`src/rtl/cnt_reg_to_obi.sv`:
```
// Register-interface to OBI initiator bridge: one outstanding transaction, registered request and read data.
// Optional rvalid timeout with stale-response tracking is enabled by defining CNT_REG_TO_OBI_TIMEOUT_EN.

package cnt_reg_pkg;
  localparam int unsigned REG_DW  = 32;
  localparam int unsigned REG_AW  = 32;
  localparam int unsigned REG_BEW = REG_DW / 8;

  typedef struct packed {
    logic                valid;
    logic                write;
    logic [REG_BEW-1:0]  wstrb;
    logic [REG_AW-1:0]   addr;
    logic [REG_DW-1:0]   wdata;
  } reg_req_t;

  typedef struct packed {
    logic                error;
    logic                ready;
    logic [REG_DW-1:0]   rdata;
  } reg_resp_t;
endpackage

package cnt_obi_pkg;
  localparam int unsigned OBI_DW  = 32;
  localparam int unsigned OBI_AW  = 32;
  localparam int unsigned OBI_BEW = OBI_DW / 8;

  typedef struct packed {
    logic                req;
    logic                we;
    logic [OBI_BEW-1:0]  be;
    logic [OBI_AW-1:0]   addr;
    logic [OBI_DW-1:0]   wdata;
  } obi_req_t;

  typedef struct packed {
    logic                gnt;
    logic                rvalid;
    logic [OBI_DW-1:0]   rdata;
  } obi_resp_t;
endpackage

module cnt_reg_to_obi #(
  parameter int unsigned DW             = 32,
  parameter int unsigned AW             = 32,
  parameter int unsigned TIMEOUT_CYCLES = 256,
  localparam int unsigned BEW           = DW / 8
) (
  input  logic                   clk_i,
  input  logic                   rst_i,
  input  cnt_reg_pkg::reg_req_t  reg_req_i,
  output cnt_reg_pkg::reg_resp_t reg_rsp_o,
  output cnt_obi_pkg::obi_req_t  obi_req_o,
  input  cnt_obi_pkg::obi_resp_t obi_rsp_i
);

  if (TIMEOUT_CYCLES < 1) begin : g_bad_timeout
    $error("cnt_reg_to_obi: TIMEOUT_CYCLES must be at least 1");
  end

  typedef enum logic [1:0] {
    IDLE = 2'd0,
    REQ  = 2'd1,
    WAIT = 2'd2,
    DONE = 2'd3
  } state_e;

  state_e          state_q, state_d;
  logic            we_q, we_d;
  logic [BEW-1:0]  be_q, be_d;
  logic [AW-1:0]   addr_q, addr_d;
  logic [DW-1:0]   wdata_q, wdata_d;
  logic [DW-1:0]   rdata_q, rdata_d;

  logic            timeout_hit;
  logic            stale_reject;

`ifdef CNT_REG_TO_OBI_TIMEOUT_EN
  localparam int unsigned CNT_W = $clog2(TIMEOUT_CYCLES + 1);

  logic [CNT_W-1:0] cnt_q, cnt_d;
  logic             stale_q, stale_d;
  logic             err_q, err_d;

  // The limit is reached on the WAIT cycle that would step the counter to TIMEOUT_CYCLES.
  assign timeout_hit  = (state_q == WAIT) && !obi_rsp_i.rvalid &&
                        (cnt_q == CNT_W'(TIMEOUT_CYCLES - 1));
  assign stale_reject = (state_q == IDLE) && reg_req_i.valid && stale_q;

  always_comb begin
    cnt_d = cnt_q;
    if (state_q != WAIT) begin
      cnt_d = '0;
    end else if (!obi_rsp_i.rvalid) begin
      cnt_d = cnt_q + 1'b1;
    end
  end

  // A late response belonging to an abandoned transaction is swallowed wherever it shows up.
  always_comb begin
    stale_d = stale_q;
    if (stale_q && obi_rsp_i.rvalid) begin
      stale_d = 1'b0;
    end
    if (timeout_hit) begin
      stale_d = 1'b1;
    end
  end

  always_comb begin
    err_d = err_q;
    if (state_q != DONE) begin
      err_d = timeout_hit | stale_reject;
    end
  end

  always_ff @(posedge clk_i or posedge rst_i) begin
    if (rst_i) begin
      cnt_q   <= '0;
      stale_q <= 1'b0;
      err_q   <= 1'b0;
    end else begin
      cnt_q   <= cnt_d;
      stale_q <= stale_d;
      err_q   <= err_d;
    end
  end
`else
  assign timeout_hit  = 1'b0;
  assign stale_reject = 1'b0;
`endif

  always_ff @(posedge clk_i or posedge rst_i) begin
    if (rst_i) begin
      state_q <= IDLE;
    end else begin
      state_q <= state_d;
    end
  end

  always_comb begin
    state_d = state_q;
    unique case (state_q)
      IDLE: begin
        if (stale_reject) begin
          state_d = DONE;
        end else if (reg_req_i.valid) begin
          state_d = REQ;
        end
      end
      REQ: begin
        if (obi_rsp_i.gnt) begin
          state_d = WAIT;
        end
      end
      WAIT: begin
        if (obi_rsp_i.rvalid || timeout_hit) begin
          state_d = DONE;
        end
      end
      DONE: begin
        state_d = IDLE;
      end
      default: begin
        state_d = IDLE;
      end
    endcase
  end

  always_comb begin
    we_d    = we_q;
    be_d    = be_q;
    addr_d  = addr_q;
    wdata_d = wdata_q;
    rdata_d = rdata_q;
    if ((state_q == IDLE) && reg_req_i.valid) begin
      we_d    = reg_req_i.write;
      be_d    = reg_req_i.wstrb;
      addr_d  = reg_req_i.addr;
      wdata_d = reg_req_i.wdata;
    end
    if ((state_q == WAIT) && obi_rsp_i.rvalid) begin
      rdata_d = obi_rsp_i.rdata;
    end
    if (timeout_hit || stale_reject) begin
      rdata_d = '0;
    end
  end

  always_ff @(posedge clk_i or posedge rst_i) begin
    if (rst_i) begin
      we_q    <= 1'b0;
      be_q    <= '0;
      addr_q  <= '0;
      wdata_q <= '0;
      rdata_q <= '0;
    end else begin
      we_q    <= we_d;
      be_q    <= be_d;
      addr_q  <= addr_d;
      wdata_q <= wdata_d;
      rdata_q <= rdata_d;
    end
  end

  always_comb begin
    obi_req_o       = '0;
    obi_req_o.req   = (state_q == REQ);
    obi_req_o.we    = we_q;
    obi_req_o.be    = be_q;
    obi_req_o.addr  = addr_q;
    obi_req_o.wdata = wdata_q;

    reg_rsp_o       = '0;
    reg_rsp_o.ready = (state_q == DONE);
    reg_rsp_o.rdata = rdata_q;
`ifdef CNT_REG_TO_OBI_TIMEOUT_EN
    reg_rsp_o.error = (state_q == DONE) && err_q;
`else
    reg_rsp_o.error = 1'b0;
`endif
  end

endmodule

```
`config.mk`:
```
export PLATFORM = sky130hd
export DESIGN_NAME = cnt_reg_to_obi
export DESIGN_NICKNAME = d
export VERILOG_FILES = /design/src/rtl/cnt_reg_to_obi.sv
export SDC_FILE = /design/constraint.sdc
export NUM_CORES = 1
export LEC_CHECK = 0
export CAP_MARGIN = 10
export CORE_MARGIN = 8
export CORE_UTILIZATION = 35
export CTS_BUF_LIST = sky130_fd_sc_hd__clkbuf_16
export DETAILED_ROUTE_END_ITERATION = 8
export HOLD_SLACK_MARGIN = 0.15
export PLACE_DENSITY_LB_ADDON = 0.25
export SYNTH_ARGS = -nofsm -noshare
export SYNTH_HDL_FRONTEND = slang
export SYNTH_SLANG_ARGS = --single-unit
```
`constraint.sdc`:
```
create_clock -name clk_i -period 3.08 [get_ports clk_i]
set_input_delay 0.308 -clock clk_i [delete_from_list [all_inputs] [get_ports clk_i]]
set_output_delay 0.308 -clock clk_i [all_outputs]
set_load 0.02 [all_outputs]
```
* Word-level counts from Yosys, hierarchy flattened
Index checks and enable logic that the tools add are counted.
** Word-level totals
- Bits in registers :: 103
- Input port bits :: 106
- Word-level logic and storage cells :: 20
** Cells by class
- Equality and inequality tests :: 6
- Reductions and logical operators :: 4
- Multiplexer cells :: 4
** Operator list (number)
- 2-bit case mux with 4 select lines :: 1
- 2-bit 2-to-1 mux :: 3
- 2-bit == test, second input constant :: 2
- 2-bit inequality test, second input constant :: 2
- 3-bit AND reduction :: 1
- 2-bit by 1-bit == test with 1-bit output, second input constant :: 1
- 1-bit logical AND :: 2
- 2-bit logical NOT :: 1
- 2-bit by 1-bit inequality test with 1-bit output, second input constant :: 1

* Longest topological paths before layout
- Depth after elaboration :: 3
- Gate-level depth with buffers :: 6
- Gate-level depth less buffers :: 4

* Worst setup path after synthesis
No wires, ideal clock.
- Path type :: reg2reg
- Start point :: reg state_q[0]
- End point :: reg wdata_q[10]
- Period minus slack after synthesis :: 1.601 ns
- Buffers on the path :: 2
- Path slack :: 1.479 ns
- Setup time :: 0.125 ns
- Arrival time :: 1.476 ns
- Cell stages (with the launch flop) :: 7
- Cell sequence :: dfrtp_1 inv_1 ha_1 nand2_1 buf_2 buf_4 mux2_2
** On the way
- Longest elaborated chain between the ends :: 2
** Ends and longest elaborated chain
- start, declared :: line 69 : state_e state_q, state_d;
- start signal, assigned :: line 138 : state_q <= state_d;
- 2-bit logical NOT :: line 177 : if ((state_q == IDLE) && reg_req_i.valid) begin
- 1-bit logical AND :: line 177
- end signal, assigned :: line 202 : wdata_q <= wdata_d;
- end, declared :: line 73 : logic [DW-1:0] wdata_q, wdata_d;
Every way passes these cells.
A chain may end at the register's enable or synchronous reset.

==> out/results.ini <==
[grt]
globalRouteOverflowTotal = 0
grt_use_met3 = 0.0921
grt_max_degree = 49
number_of_global_route_vias_before_repair = 3014
grt_util_met2 = 0.219
use_met1 = 0.161
wire_length_of_the_first_global_routing_pass_mm = 16.3
grt-busiest-layer = met2
grtUsageTotal = 0.142
antenna_found_initial = 0

[timing]
maxClockFrequency_mhz = 519
setup_viol = 0
worst_slack_ns = 1.15
slew_viol_final = 0
clock-skew-final_ns = 0.00780
totalNegativeSetupSlack_ns = 0
max_slew.worst_pin.slew_ns = 0.502
finalHoldViolations = 0
holdWs_ns = 0.324
rsz0062_at_grt = false
timing.slew.headroom = 0.665
timing.final.crit_share = 0.626
final.min_clock_period_ns = 1.93

[power]
power.ir.vdd_worst_mv = 0.512
power_mw = 7.28
power_density_nw_per_um2 = 1120
power.static_leakage_nw = 2.74

[finish]
num-nets-final = 555
final_core_utilization = 0.598
stdcell_area_um2 = 6480
fin_cells = 590
area_growth_syn_to_layout_pct = 66.2
antenna_cells = 0
layout_commonest_cell = sky130_fd_sc_hd__clkdlybuf4s50_1
drive_above_1_share = 0.273
layout_common_cells = sky130_fd_sc_hd__clkdlybuf4s50_1 (208), sky130_fd_sc_hd__dfrtp_1 (103), sky130_fd_sc_hd__mux2_2 (101), sky130_fd_sc_hd__clkbuf_16 (9), sky130_fd_sc_hd__inv_1 (5)

[setup_path]
rr_endpoint = wdata_q[6]
critPathTopFamily = buffers and inverters
end_kind = primary output
worst_ep_arrival_time_ns = 1.62
cp_buf_inv_count = 2
cp-start-kind = flop
setup_slack_of_the_worst_register_to_register_path_ns = 1.36
crit_required_ns = 2.77
timing.reg2reg.worst_path_depth = 5
cp_slowest_stage_delay_ns = 0.63
rr_startpoint = state_q[0]
timing_worst_setup_path_type = flop to primary output
path_cells = inv_1 -> ha_1 -> clkdlybuf4s50_1
largest_driver_fanout_on_the_critical_path = 4
critical-path-slowest-cell = sky130_fd_sc_hd__clkdlybuf4s50_1

[logic_synthesis]
ys_warn_count = 0
synth_seq_area_share = 0.661
mappedNetlistArea_um2 = 3900
synth-seq-cells = 103
mappedNetlistNets = 343
synth_cells = 233
syn_avg_cell_area_um2 = 16.7
netlist-cell-type-count = 12

[cts]
post_cts_setup_driven_buffer_insertion_count = 0
postCtsHoldBufs = 0
clock_path_buffers = 2
tritoncts.num_buffers = 9
cts.htree.levels = 3
clk_transition_reported_paths_ns = 0.07
postCtsResizedCells = 0
root_buffer = sky130_fd_sc_hd__clkbuf_16
worst_skew_pair.late_latency_ns = 0.33
cts_tree = yes
clock-sinks = 103

[die]
die_w_um = 122
die_h_um = 122
starting_utilization_of_the_core_area = 0.360
row_count = 38
core_region_area_um2 = 10800
floorplan.io_pins = 210
die_area_um2 = 14800

[placement]
placedCellCount = 574
place_hpwl_mm = 8.25
last_weighted_congestion_value_of_the_routability_driven_placer = 0.710
placement.setup.worst_slack_ns = 1.26
port_buffers = 208
post_placement_cell_area_um2 = 6150

[detailed_routing]
drt_iter0_markers = 99
final_antenna_net_count = 0
detail_route.wl_per_cell_um = 17.9
avgViaCountPerCell = 4.56
drt_pre_antenna_iters = 4
drt_drc_violations_left = 0
wirelength_mm = 10.6
via_count = 2691

[job]
max_cap_viol_count = 0

[run_status]
status = completed

[min_path]
hp-class = input pin to async pin

Yosys cell counts:
cell,instances,area (um2)
sky130_fd_sc_hd__dfrtp_1,103,2580
sky130_fd_sc_hd__mux2_2,101,1140
sky130_fd_sc_hd__buf_2,9,45.0
sky130_fd_sc_hd__inv_1,6,22.5
sky130_fd_sc_hd__ha_1,4,50.1
sky130_fd_sc_hd__buf_4,3,22.5
sky130_fd_sc_hd__nand2_1,2,7.51
sky130_fd_sc_hd__a222oi_1,1,10.0
sky130_fd_sc_hd__conb_1,1,3.75
sky130_fd_sc_hd__mux2_1,1,11.3
sky130_fd_sc_hd__mux2i_1,1,10.0
sky130_fd_sc_hd__nor2_1,1,3.75
per-layer routing:
metal,vias up,share of wire
met5,-,0
met4,0,0.0048
met3,5,0.15
met2,134,0.46
met1,1324,0.39
li1,1228,-
kinds of logic (layout without fill, tap and decap cells):
group	Yosys count	count (layout)	synth area share
adder cells (fa/ha/maj)	4	4	0.0128
buffers and inverters	18	235	0.0231
other	1	1	0.000961
AND/OR/NAND/NOR	3	3	0.00289
flip-flops	103	103	0.661
multiplexers	103	103	0.297
AO/OA/AOI/OAI	1	1	0.00257
worst max path at each step:
stage	depth (start not counted)	slack, ns	start	to
2_1_floorplan	1	0.07	rst_i	addr_q[0]
3_3_place_gp	4	1.29	reg_req_i[69]	state_q[1]
3_5_place_dp	4	1.26	reg_req_i[69]	state_q[1]
4_1_cts	3	1.12	state_q[1]	obi_req_o[69]
5_1_grt	3	1.06	state_q[1]	obi_req_o[69]
6_report	3	1.15	state_q[1]	obi_req_o[69]
layout make-up:
cell class / count / area, um2
Clock buffer: 9 / 225
Clock inverter: 7 / 111
Fill cell: 882 / 4360
Inverter: 6 / 25.0
Multi-Input combinational cell: 112 / 1240
Sequential cell: 103 / 2580
Tap cell: 140 / 175
Timing Repair Buffer: 213 / 2130
registers in the layout (all words and copies together) (netlist names):
register,count
addr_q,32
rdata_q,32
wdata_q,32
be_q,4
state_q,2
we_q,1
worst reg2reg max path, stage by stage (launching register included):
cell,delay (ns)
sky130_fd_sc_hd__dfrtp_1,0.37
sky130_fd_sc_hd__inv_1,0.08
sky130_fd_sc_hd__ha_1,0.23
sky130_fd_sc_hd__nand2_2,0.07
sky130_fd_sc_hd__buf_4,0.43
sky130_fd_sc_hd__mux2_2,0.42
where the power goes:
part / total (mW) / internal (mW) / switching, mW
Clock: 1.26 / 0.788 / 0.472
Sequential: 2.39 / 2.05 / 0.337
Combinational: 3.62 / 1.96 / 1.66
Total: 7.28 / 4.81 / 2.47
Power figures use the tool's default switching activity.
